[src/rtl/sr_cfg_pkg.sv]
// Shared definitions for the serial configuration shift-register loader:
// word size, FSM states and the bit-field layout of the configuration word.
package sr_cfg_pkg;

    localparam int N_BITS = 18;

    typedef enum logic [2:0] {
        IDLE,
        CLR,
        LOW,
        HIGH,
        FIN
    } state_t;

    // Field layout of cfg_word (bit k lands in shift-register slot k)
    localparam int DT_LSB            = 0;
    localparam int DT_W              = 5;
    localparam int SEL_GEN1_LSB      = 5;
    localparam int SEL_GEN1_W        = 2;
    localparam int SEL_GEN2_LSB      = 7;
    localparam int SEL_GEN2_W        = 2;
    localparam int OUT_SEL_EXT_LSB   = 9;
    localparam int OUT_SEL_EXT_W     = 4;
    localparam int INPUT_SEL_BIT     = 13;
    localparam int CLK_SEL_BIT       = 14;
    localparam int PS_SEL_BIT        = 15;
    localparam int PS3_SEL_BIT       = 16;
    localparam int ENABLE_OUTPUT_BIT = 17;

    function automatic int max_int(input int a, input int b);
        return (a > b) ? a : b;
    endfunction

endpackage

[src/rtl/sr_config_loader_phase_timer.sv]
// Loadable down-counter; tc is high while the count sits at zero, so loading
// L-1 makes a phase last exactly L cycles.
module sr_phase_timer #(
    parameter int W = 3
) (
    input  logic         clk,
    input  logic         srst,
    input  logic         load,
    input  logic [W-1:0] load_val,
    output logic         tc
);

    logic [W-1:0] cnt_q;
    logic [W-1:0] cnt_d;

    always_comb begin
        cnt_d = cnt_q;
        if (load) begin
            cnt_d = load_val;
        end else if (cnt_q != '0) begin
            cnt_d = cnt_q - 1'b1;
        end
    end

    always_ff @(posedge clk) begin
        if (srst) begin
            cnt_q <= '0;
        end else begin
            cnt_q <= cnt_d;
        end
    end

    assign tc = (cnt_q == '0);

endmodule

[src/rtl/sr_config_loader.sv]
// Clears the external configuration shift register, then shifts a captured
// configuration word into it LSB first using a divided, registered shift clock.
module sr_config_loader
    import sr_cfg_pkg::*;
#(
    parameter int N_BITS     = sr_cfg_pkg::N_BITS,
    parameter int DIV        = 4,
    parameter int RST_CYCLES = 2
) (
    input  logic              CLK,
    input  logic              RST,
    input  logic [N_BITS-1:0] cfg_word,
    input  logic              start,
    input  logic              abort,
    output logic              SR_CLK,
    output logic              SR_DATA,
    output logic              SR_RST,
    output logic              busy,
    output logic              done,
    output logic              aborted
);

    localparam int TMR_W = $clog2(max_int(DIV, RST_CYCLES)) + 1;
    localparam int BIT_W = (N_BITS > 1) ? $clog2(N_BITS) : 1;
    localparam logic [TMR_W-1:0] DIV_LOAD = TMR_W'(DIV - 1);
    localparam logic [TMR_W-1:0] CLR_LOAD = TMR_W'(RST_CYCLES - 1);
    localparam logic [BIT_W-1:0] LAST_BIT = BIT_W'(N_BITS - 1);

    state_t            state_q, state_d;
    logic [N_BITS-1:0] shadow_q, shadow_d;
    logic [BIT_W-1:0]  bit_q, bit_d;
    logic              sr_clk_q, sr_clk_d;
    logic              sr_data_q, sr_data_d;
    logic              sr_rst_q, sr_rst_d;
    logic              busy_q, busy_d;
    logic              done_q, done_d;
    logic              aborted_q, aborted_d;
    logic              tmr_load;
    logic [TMR_W-1:0]  tmr_val;
    logic              tmr_tc;
    logic [BIT_W-1:0]  bit_nxt;

    sr_phase_timer #(
        .W(TMR_W)
    ) u_timer (
        .clk     (CLK),
        .srst    (RST),
        .load    (tmr_load),
        .load_val(tmr_val),
        .tc      (tmr_tc)
    );

    assign bit_nxt = bit_q + 1'b1;

    always_comb begin
        state_d   = state_q;
        shadow_d  = shadow_q;
        bit_d     = bit_q;
        sr_clk_d  = sr_clk_q;
        sr_data_d = sr_data_q;
        sr_rst_d  = sr_rst_q;
        busy_d    = busy_q;
        done_d    = 1'b0;
        aborted_d = 1'b0;
        tmr_load  = 1'b0;
        tmr_val   = '0;

        case (state_q)
            IDLE: begin
                // Also retires the one-cycle SR_RST pulse left by an abort
                sr_clk_d  = 1'b0;
                sr_data_d = 1'b0;
                sr_rst_d  = 1'b0;
                busy_d    = 1'b0;
                if (start) begin
                    shadow_d = cfg_word;
                    state_d  = CLR;
                    busy_d   = 1'b1;
                    sr_rst_d = 1'b1;
                    tmr_load = 1'b1;
                    tmr_val  = CLR_LOAD;
                end
            end
            CLR, LOW, HIGH: begin
                if (abort) begin
                    state_d   = IDLE;
                    sr_clk_d  = 1'b0;
                    sr_data_d = 1'b0;
                    sr_rst_d  = 1'b1;
                    busy_d    = 1'b0;
                    aborted_d = 1'b1;
                end else if (tmr_tc) begin
                    tmr_load = 1'b1;
                    tmr_val  = DIV_LOAD;
                    if (state_q == CLR) begin
                        state_d   = LOW;
                        sr_rst_d  = 1'b0;
                        bit_d     = '0;
                        sr_data_d = shadow_q[0];
                    end else if (state_q == LOW) begin
                        state_d  = HIGH;
                        sr_clk_d = 1'b1;
                    end else begin
                        sr_clk_d = 1'b0;
                        if (bit_q < LAST_BIT) begin
                            state_d   = LOW;
                            bit_d     = bit_nxt;
                            sr_data_d = shadow_q[bit_nxt];
                        end else begin
                            state_d   = FIN;
                            sr_data_d = 1'b0;
                            busy_d    = 1'b0;
                            done_d    = 1'b1;
                        end
                    end
                end
            end
            FIN: begin
                state_d = IDLE;
            end
            default: begin
                state_d = IDLE;
            end
        endcase
    end

    always_ff @(posedge CLK) begin
        if (RST) begin
            state_q   <= IDLE;
            shadow_q  <= '0;
            bit_q     <= '0;
            sr_clk_q  <= 1'b0;
            sr_data_q <= 1'b0;
            sr_rst_q  <= 1'b0;
            busy_q    <= 1'b0;
            done_q    <= 1'b0;
            aborted_q <= 1'b0;
        end else begin
            state_q   <= state_d;
            shadow_q  <= shadow_d;
            bit_q     <= bit_d;
            sr_clk_q  <= sr_clk_d;
            sr_data_q <= sr_data_d;
            sr_rst_q  <= sr_rst_d;
            busy_q    <= busy_d;
            done_q    <= done_d;
            aborted_q <= aborted_d;
        end
    end

    assign SR_CLK  = sr_clk_q;
    assign SR_DATA = sr_data_q;
    assign SR_RST  = sr_rst_q;
    assign busy    = busy_q;
    assign done    = done_q;
    assign aborted = aborted_q;

endmodule

[config.mk]
export PLATFORM = sky130hd
export DESIGN_NAME = sr_config_loader
export DESIGN_NICKNAME = d
export VERILOG_FILES = /design/src/rtl/sr_cfg_pkg.sv /design/src/rtl/sr_config_loader_phase_timer.sv /design/src/rtl/sr_config_loader.sv
export SDC_FILE = /design/constraint.sdc
export NUM_CORES = 1
export LEC_CHECK = 0
export BUFFER_PORTS_ARGS = -buffer_cell sky130_fd_sc_hd__buf_2
export CORE_UTILIZATION = 38
export DETAILED_ROUTE_END_ITERATION = 7
export PLACE_DENSITY = 0.64
export SLEW_MARGIN = 10
export SYNTH_ARGS = -nofsm -noshare
export SYNTH_HDL_FRONTEND = slang
export SYNTH_SLANG_ARGS = --single-unit
[constraint.sdc]
create_clock -name CLK -period 4.3 [get_ports CLK]
set_input_delay 0.43 -clock CLK [delete_from_list [all_inputs] [get_ports CLK]]
set_output_delay 0.43 -clock CLK [all_outputs]
set_load 0.03 [all_outputs]
==> results of run 1 <==
[critical path: stages (launching register included)]
cell      delay, ns
dfxtp_1        0.43
ha_1           0.54
mux4_2         0.54
mux2_2         0.27
o211ai_1       0.16
o32ai_1        0.09
[metal layers]
layer  vias up  wire length (um)
met5         -                 0
met1       700              1871
li1        807                 -
met3         8               163
met2        33              1678
met4         0                65
[worst max path at each step]
stage	end	slack [ns]	cells past startpoint
detailed placement	SR_DATA	2.14	5
global route	SR_DATA	1.98	5
global placement	SR_DATA	2.18	5
CTS	SR_DATA	2.13	5
floorplan	SR_DATA	2.26	6
finish	SR_DATA	2.13	5
[layout make-up]
type,count,area (um^2)
well taps,52,65.06
clock inverters,2,60.06
flip-flops and latches,35,700.7
clock buffers,6,72.57
inverters,2,7.507
multi-input cells,165,1001
repair buffers,28,142.6
fillers,463,2395
[cells in the final DEF (no fill, tap or decap), types with 2 or more instances in the layout]
cell type,instances
o21ai_1,2
dfxtp_1,35
mux4_2,4
nand2b_1,4
nor2_1,14
clkbuf_8,5
nand3b_1,4
or2_2,2
a31oi_1,4
inv_1,2
or3_1,2
a21oi_1,34
xnor2_1,4
o21ai_0,5
bufinv_16,2
nand2_1,44
nor4b_2,2
nor2b_1,5
buf_2,27
nand3_1,5
o21bai_1,2
o211ai_1,2
nor3_1,2
nor4_1,3
ha_1,3
nor4b_1,3
[through the flow]
stage | area [um^2] | cells | hold WS (ns) | setup WS (ns) | total power [mW]
after floorplan | 1788 | 222 | 0.4318 | 2.262 | 0.4866
after global placement | 1917 | 282 | 0.4460 | 2.183 | 0.5249
after detailed placement | 1917 | 282 | 0.4474 | 2.144 | 0.5271
after CTS | 2049 | 290 | 0.3623 | 2.128 | 0.8799
after global routing | 2049 | 290 | 0.3657 | 1.981 | 0.9211
final | 2049 | 290 | 0.3635 | 2.133 | 0.8722
[power groups by stage]
stage                     sequential [mW]  combinational [mW]  clock (mW)
after global placement              0.375               0.150           0
final                               0.368               0.153       0.351
after floorplan                     0.373               0.114           0
after detailed placement            0.375               0.152           0
after CTS                           0.368               0.153       0.359
after global routing                0.371               0.174       0.376
[state kept, by name (all words and copies together) (netlist names)]
name,cells
aborted,1
SR_DATA,1
state_q,3
bit_q,5
busy,1
u_timer.cnt_q,3
SR_CLK,1
shadow_q,18
done,1
SR_RST,1
[cells by family after synthesis]
kind of cell,count (synthesis),synth area share (%)
AOI/OAI and AO/OA,59,19.94
and+or+nand+nor,92,24.91
muxes,6,6.228
DFF,35,39.19
buffers and inverters,22,5.179
xor gates and xnor gates,5,2.449
adders and majority gates,3,2.100
==> reports/summary.txt, run 1 <==
PortBufs: 27
Internal power: 0.6421 mW
Crit Path Category: flop to flop
Remaining Overflow, GRT: 0
Commonest cells post-synth: nand2_1, dfxtp_1, a21oi_1
Critical Path Start Type: flop
R2r endpoint: SR_DATA
Final Util: 46.11%
Max rail drop VDD: 0.2177 mV
Synth top area share: 39.19%
Lkg Pwr: 0.7730 nW
Clk sink count: 35
Post-layout minimum cycle time: 2.167 ns
Largest net degree at the start of global routing: 37
Vias: 1548
Distinct cells, synth: 42
Cell area power density: 425.6 nW/um^2
Antenna viol nets, final: 0
Vias in the first global route: 1431
Main synth FF type: dfxtp_1
Most used routing layer: met2
Slew @ Worst Pin: 0.9965 ns
Endpoint class of the critical path: flop
Rows: 24
ANT cells: 0
Share of layout cells above drive strength 1: 19.33%
Reg2Reg Depth: 5
Initial antenna violation count: 0
# resized after CTS: 0
Routed len/inst: 13.03 um
Final cycle utilization of the critical path: 50.39%
Final Wtd Congestion: 0.7826
Flops & latches, synth: 35
Post-synthesis sequential area ratio: 39.19%
Io pins: 28
Setup TNS: 0 ns
Met3 usage: 4.986%
Sequential Power Share: 42.1%
First-pass GRT wire length: 6831 um
Initial DRT Pass Iterations: 4
Arrival @ worst endpoint: 2.32 ns
Max_slew headroom: 33.39%
Skew final: 0.01016 ns
Synthesized instance count: 222
Post-Syn Nets: 247
Switching Share: 26.38%
Die height: 70.60 um
Final net count: 262
Critical R2R Launch: bit_q[0]
# Max-Cap Violations: 0
Hold Path Sink: shadow_q[2]
Combinational fraction of design power: 17.6%
CTS tree: done
Via-to-Cell Ratio: 5.338
M2 GR Usage: 25.13%
CTS clk-pin slew, worst paths: 0.08 ns
Min-Delay Startpoint: cfg_word[2]
WHS Path Cells: 3
DR DRC count: 0
Sw Pwr: 0.2301 mW
Dpl hpwl: 2580 um
Setup Fix Bufs, Post-CTS: 0
CTS Root Buffer Type: clkbuf_8
Required time of the critical path: 4.45 ns
Clk buf depth: 2
Synthesized area per cell: 8.054 um^2
CTS Hold Bufs: 0
R2R setup slack: 2.13 ns
Final hold viol count: 0
Chip width: 70.60 um
RSZ-0062 raised after global routing: false
Initial Util: 40.23%
Crit-path max FO: 11
Clock group share of total power: 40.3%
GR Layer Usage met1: 24.35%
Yosys warning total: 0
Share of flip-flops with an asynchronous set or reset: 0%
Inserted Clock Buffers: 5
Iteration-0 DRC Markers: 125
Final Max Slew Viols: 0
EDFF count, synth: 0
GRT Util Overall: 17.29%
Synth area leader: dfxtp_1
Crit. Startpoint: bit_q[0]
CTS H-Tree Depth: 2
Status: completed
Area delta synth->final: 14.63%
Top cells by area, synth: dfxtp_1, a21oi_1, nand2_1
Post-Syn Area: 1788 um^2
Dominant cell by count in the synthesized netlist: nand2_1
# setup viols final: 0
Area of the core: 4444 um^2
Hold Path Class: input port to flop
Clock Latency Late Sink: 0.29 ns
Max Clk Rate: 461.5 MHz
Routed wire length: 3779 um
Die area: 4984 um^2
Note: power is estimated with default switching activity, not from simulation.
==> run 2: changes to the inputs <==
--- a/config.mk
+++ b/config.mk
@@ -8,7 +8,7 @@
 export BUFFER_PORTS_ARGS = -buffer_cell sky130_fd_sc_hd__buf_2
 export CORE_UTILIZATION = 38
 export DETAILED_ROUTE_END_ITERATION = 7
-export PLACE_DENSITY = 0.64
+export PLACE_DENSITY = 0.66
 export SLEW_MARGIN = 10
 export SYNTH_ARGS = -nofsm -noshare
 export SYNTH_HDL_FRONTEND = slang
==> constraint.sdc (replaced) <==
create_clock -name CLK -period 1.74 [get_ports CLK]
set_input_delay 0.174 -clock CLK [delete_from_list [all_inputs] [get_ports CLK]]
set_output_delay 0.174 -clock CLK [all_outputs]
set_load 0.03 [all_outputs]
==> run 2 against run 1 <==
  * The flow now finishes with violations (setup timing)
  * Core utilization is 4.0 points higher
  * Global-route usage is 0.55 points higher
  * Flip-flop and latch count stayed put
  * First-iteration DRC count is 30% lower
  * Clock power is 120% higher
  * Final area is 8.7% higher
  * Critical path type unchanged
==> reports/summary.txt, run 2 (synthesis gave the netlist of run 1 again) <==
Final Max Slew Viols: 0 (unchanged)
R2r endpoint: bit_q[3] (was SR_DATA)
Most common cell after layout, fill and taps aside: nand2_1 (unchanged)
Vias in the first global route: 1537 (was 1431)
Reg2Reg Depth: 6 (was 5)
Post-Place Cell Area: 2088 um^2 (was 1917 um^2)
CTS Hold Bufs: 0 (unchanged)
Io pins: 28 (unchanged)
Initial DRT Pass Iterations: 4 (unchanged)
Critical path's slowest cell: o41a_1 (was ha_1)
Setup Fix Bufs, Post-CTS: 0 (unchanged)
Post-place setup slack: -0.1603 ns (was 2.144 ns)
CTS Root Buffer Type: clkbuf_8 (unchanged)
Max rail drop VDD: 0.6299 mV (was 0.2177 mV)
Register with the most flip-flops: shadow_q (unchanged)
Min-Delay Startpoint: cfg_word[14] (was cfg_word[2])
Regs by FF count: shadow_q (18), bit_q (5) (unchanged)
# setup viols final: 6 (was 0)
DR DRC count: 0 (unchanged)
Violated checks: setup timing
Internal power: 1.497 mW (was 0.6421 mW)
Crit Path Category: flop to flop (unchanged)
# Max-Cap Violations: 0 (unchanged)
Initial Util: 40.23% (unchanged)
Arrival @ worst endpoint: 2.06 ns (was 2.32 ns)
Share of layout cells above drive strength 1: 27.41% (was 19.33%)
Multi-input gate area: 1026 um^2 (was 1001 um^2)
Die area: 4984 um^2 (unchanged)
ANT cells: 0 (unchanged)
PortBufs: 27 (unchanged)
Routed wire length: 3917 um (was 3779 um)
Skew final: 0.003342 ns (was 0.01016 ns)
Final cycle utilization of the critical path: 105.3% (was 50.39%)
Slowest stage delay, CP: 0.48 ns (was 0.54 ns)
Max FFs per register: 18 (unchanged)
Clk buf depth: 2 (unchanged)
Critical R2R Launch: bit_q[0] (unchanged)
Final hold viol count: 0 (unchanged)
Max_slew headroom: 74.44% (was 33.39%)
Required time of the critical path: 1.97 ns (was 4.45 ns)
Chip width: 70.60 um (unchanged)
Area of the core: 4444 um^2 (unchanged)
Inserted Clock Buffers: 5 (unchanged)
Remaining Overflow, GRT: 0 (unchanged)
Status: finished, violations left (was completed)
Dpl hpwl: 2735 um (was 2580 um)
Hold Path Class: input port to flop (unchanged)
Combinational fraction of design power: 19.8% (was 17.6%)
Worst-path cell chain: buf_6 > o41a_1 > a2111o_1 > nor4b_2 > a21oi_1 > nor2_1 (was ha_1 > mux4_2 > mux2_2 > o211ai_1 > o32ai_1)
Most frequent cells in the layout: nand2_1, a21oi_1, dfxtp_1, buf_2, buf_4 (was nand2_1, dfxtp_1, a21oi_1, buf_2, nor2_1)
Via-to-Cell Ratio: 5.264 (was 5.338)
CTS clk-pin slew, worst paths: 0.07 ns (was 0.08 ns)
RSZ-0062 raised after global routing: true (was false)
Iteration-0 DRC Markers: 88 (was 125)
Sequential Power Share: 43.5% (was 42.1%)
Clk sink count: 35 (unchanged)
CTS H-Tree Depth: 2 (unchanged)
Switching Share: 27.70% (was 26.38%)
Post-layout minimum cycle time: 1.832 ns (was 2.167 ns)
Lkg Pwr: 0.8781 nW (was 0.7730 nW)
Endpoint class of the critical path: flop (unchanged)
GR Layer Usage met1: 23.56% (was 24.35%)
Routed len/inst: 12.59 um (was 13.03 um)
Most used routing layer: met2 (unchanged)
WHS Path Cells: 3 (unchanged)
CTS tree: done (unchanged)
Design area: 2227 um^2 (was 2049 um^2)
Final Wtd Congestion: 0.7868 (was 0.7826)
Max Clk Rate: 545.8 MHz (was 461.5 MHz)
GRT Util Overall: 17.84% (was 17.29%)
Fill cells: 433 (was 463)
Area delta synth->final: 24.56% (was 14.63%)
Clock group share of total power: 36.8% (was 40.3%)
Rows: 24 (unchanged)
Final worst slack: -0.09205 ns (was 2.133 ns)
Hold Path Sink: shadow_q[14] (was shadow_q[2])
Final net count: 283 (was 262)
Met3 usage: 3.989% (was 4.986%)
Cell area power density: 929.4 nW/um^2 (was 425.6 nW/um^2)
Clock Latency Late Sink: 0.29 ns (about the same)
Crit-path max FO: 4 (was 11)
Sw Pwr: 0.5734 mW (was 0.2301 mW)
M2 GR Usage: 28.16% (was 25.13%)
Antenna viol nets, final: 0 (unchanged)
Largest net degree at the start of global routing: 22 (was 37)
FF/Latch Area: 703.2 um^2 (was 700.7 um^2)
Vias: 1637 (was 1548)
Critical Path Start Type: flop (unchanged)
R2R setup slack: -0.09 ns (was 2.13 ns)
Initial antenna violation count: 0 (unchanged)
First-pass GRT wire length: 6989 um (was 6831 um)
Slew @ Worst Pin: 0.3834 ns (was 0.9965 ns)
Die height: 70.60 um (unchanged)
==> run 2: cell count changes in the layout (fill, tap and decap cells not counted), moves of 2 or more <==
cell	previous run	this run
buf_4	1	20
buf_6	0	2
dfxtp_1	35	33
dfxtp_2	0	2
==> run 2: routing by layer <==
layer	wire length (um)	vias to the layer above
li1	-	847
met5	0	-
met4	77	0
met1	1916	755
met2	1776	30
met3	146	5
==> run 2: how the worst max path moves through the flow <==
stage	startpoint	slack [ns]	to	cells past startpoint
2_1_floorplan	bit_q[1]	-0.10	SR_DATA	6
3_3_place_gp	bit_q[0]	-0.15	SR_DATA	5
3_5_place_dp	bit_q[1]	-0.16	SR_DATA	5
4_1_cts	bit_q[0]	-0.09	bit_q[3]	6
5_1_grt	bit_q[1]	-0.18	bit_q[3]	6
6_report	bit_q[0]	-0.09	bit_q[3]	6
==> run 2: power groups by stage <==
stage / sequential (mW) / clock, mW / combinational, mW
floorplan: 0.921 / 0 / 0.288
global placement: 0.917 / 0 / 0.402
detailed placement: 0.918 / 0 / 0.409
CTS: 0.900 / 0.777 / 0.410
global route: 0.909 / 0.816 / 0.461
finish: 0.900 / 0.761 / 0.409
==> run 2: area by class of cell <==
cell class              instances  area share, %
clock buffers                   6          3.708
well taps                      52          2.921
flip-flops and latches         35          31.57
repair buffers                 49          13.82
inverters                       2         0.3371
clock inverters                 2          1.573
multi-input cells             165          46.07
==> run 2: critical path, delay by kind of cell, from the launching register on <==
family          cells  cell delay (ns)
compound gates      3             0.99
buf+inv             1             0.11
simple gates        2             0.34
flops               1             0.34
==> run 2: timing repair <==
item / CTS / global route
pin swaps: 1 / 0
setup endpoints to repair: 6 / 7
gates resized for setup: 5 / 1
cloned: 0 / 0
==> run 2: metrics by stage <==
| step | utilization (%) | power [mW] | TNS (ns) | cells | hold WS [ns] |
|---|---|---|---|---|---|
| after CTS | 50.11 | 2.088 | -0.3327 | 311 | 0.1097 |
| final | 50.11 | 2.070 | -0.3354 | 311 | 0.1167 |
| after global placement | 46.99 | 1.319 | -0.2734 | 303 | 0.4150 |
| after floorplan | - | 1.209 | -0.2833 | 222 | 0.3100 |
| after detailed placement | 46.99 | 1.327 | -0.3673 | 303 | 0.4189 |
| after global routing | 50.11 | 2.186 | -0.8608 | 311 | 0.1130 |
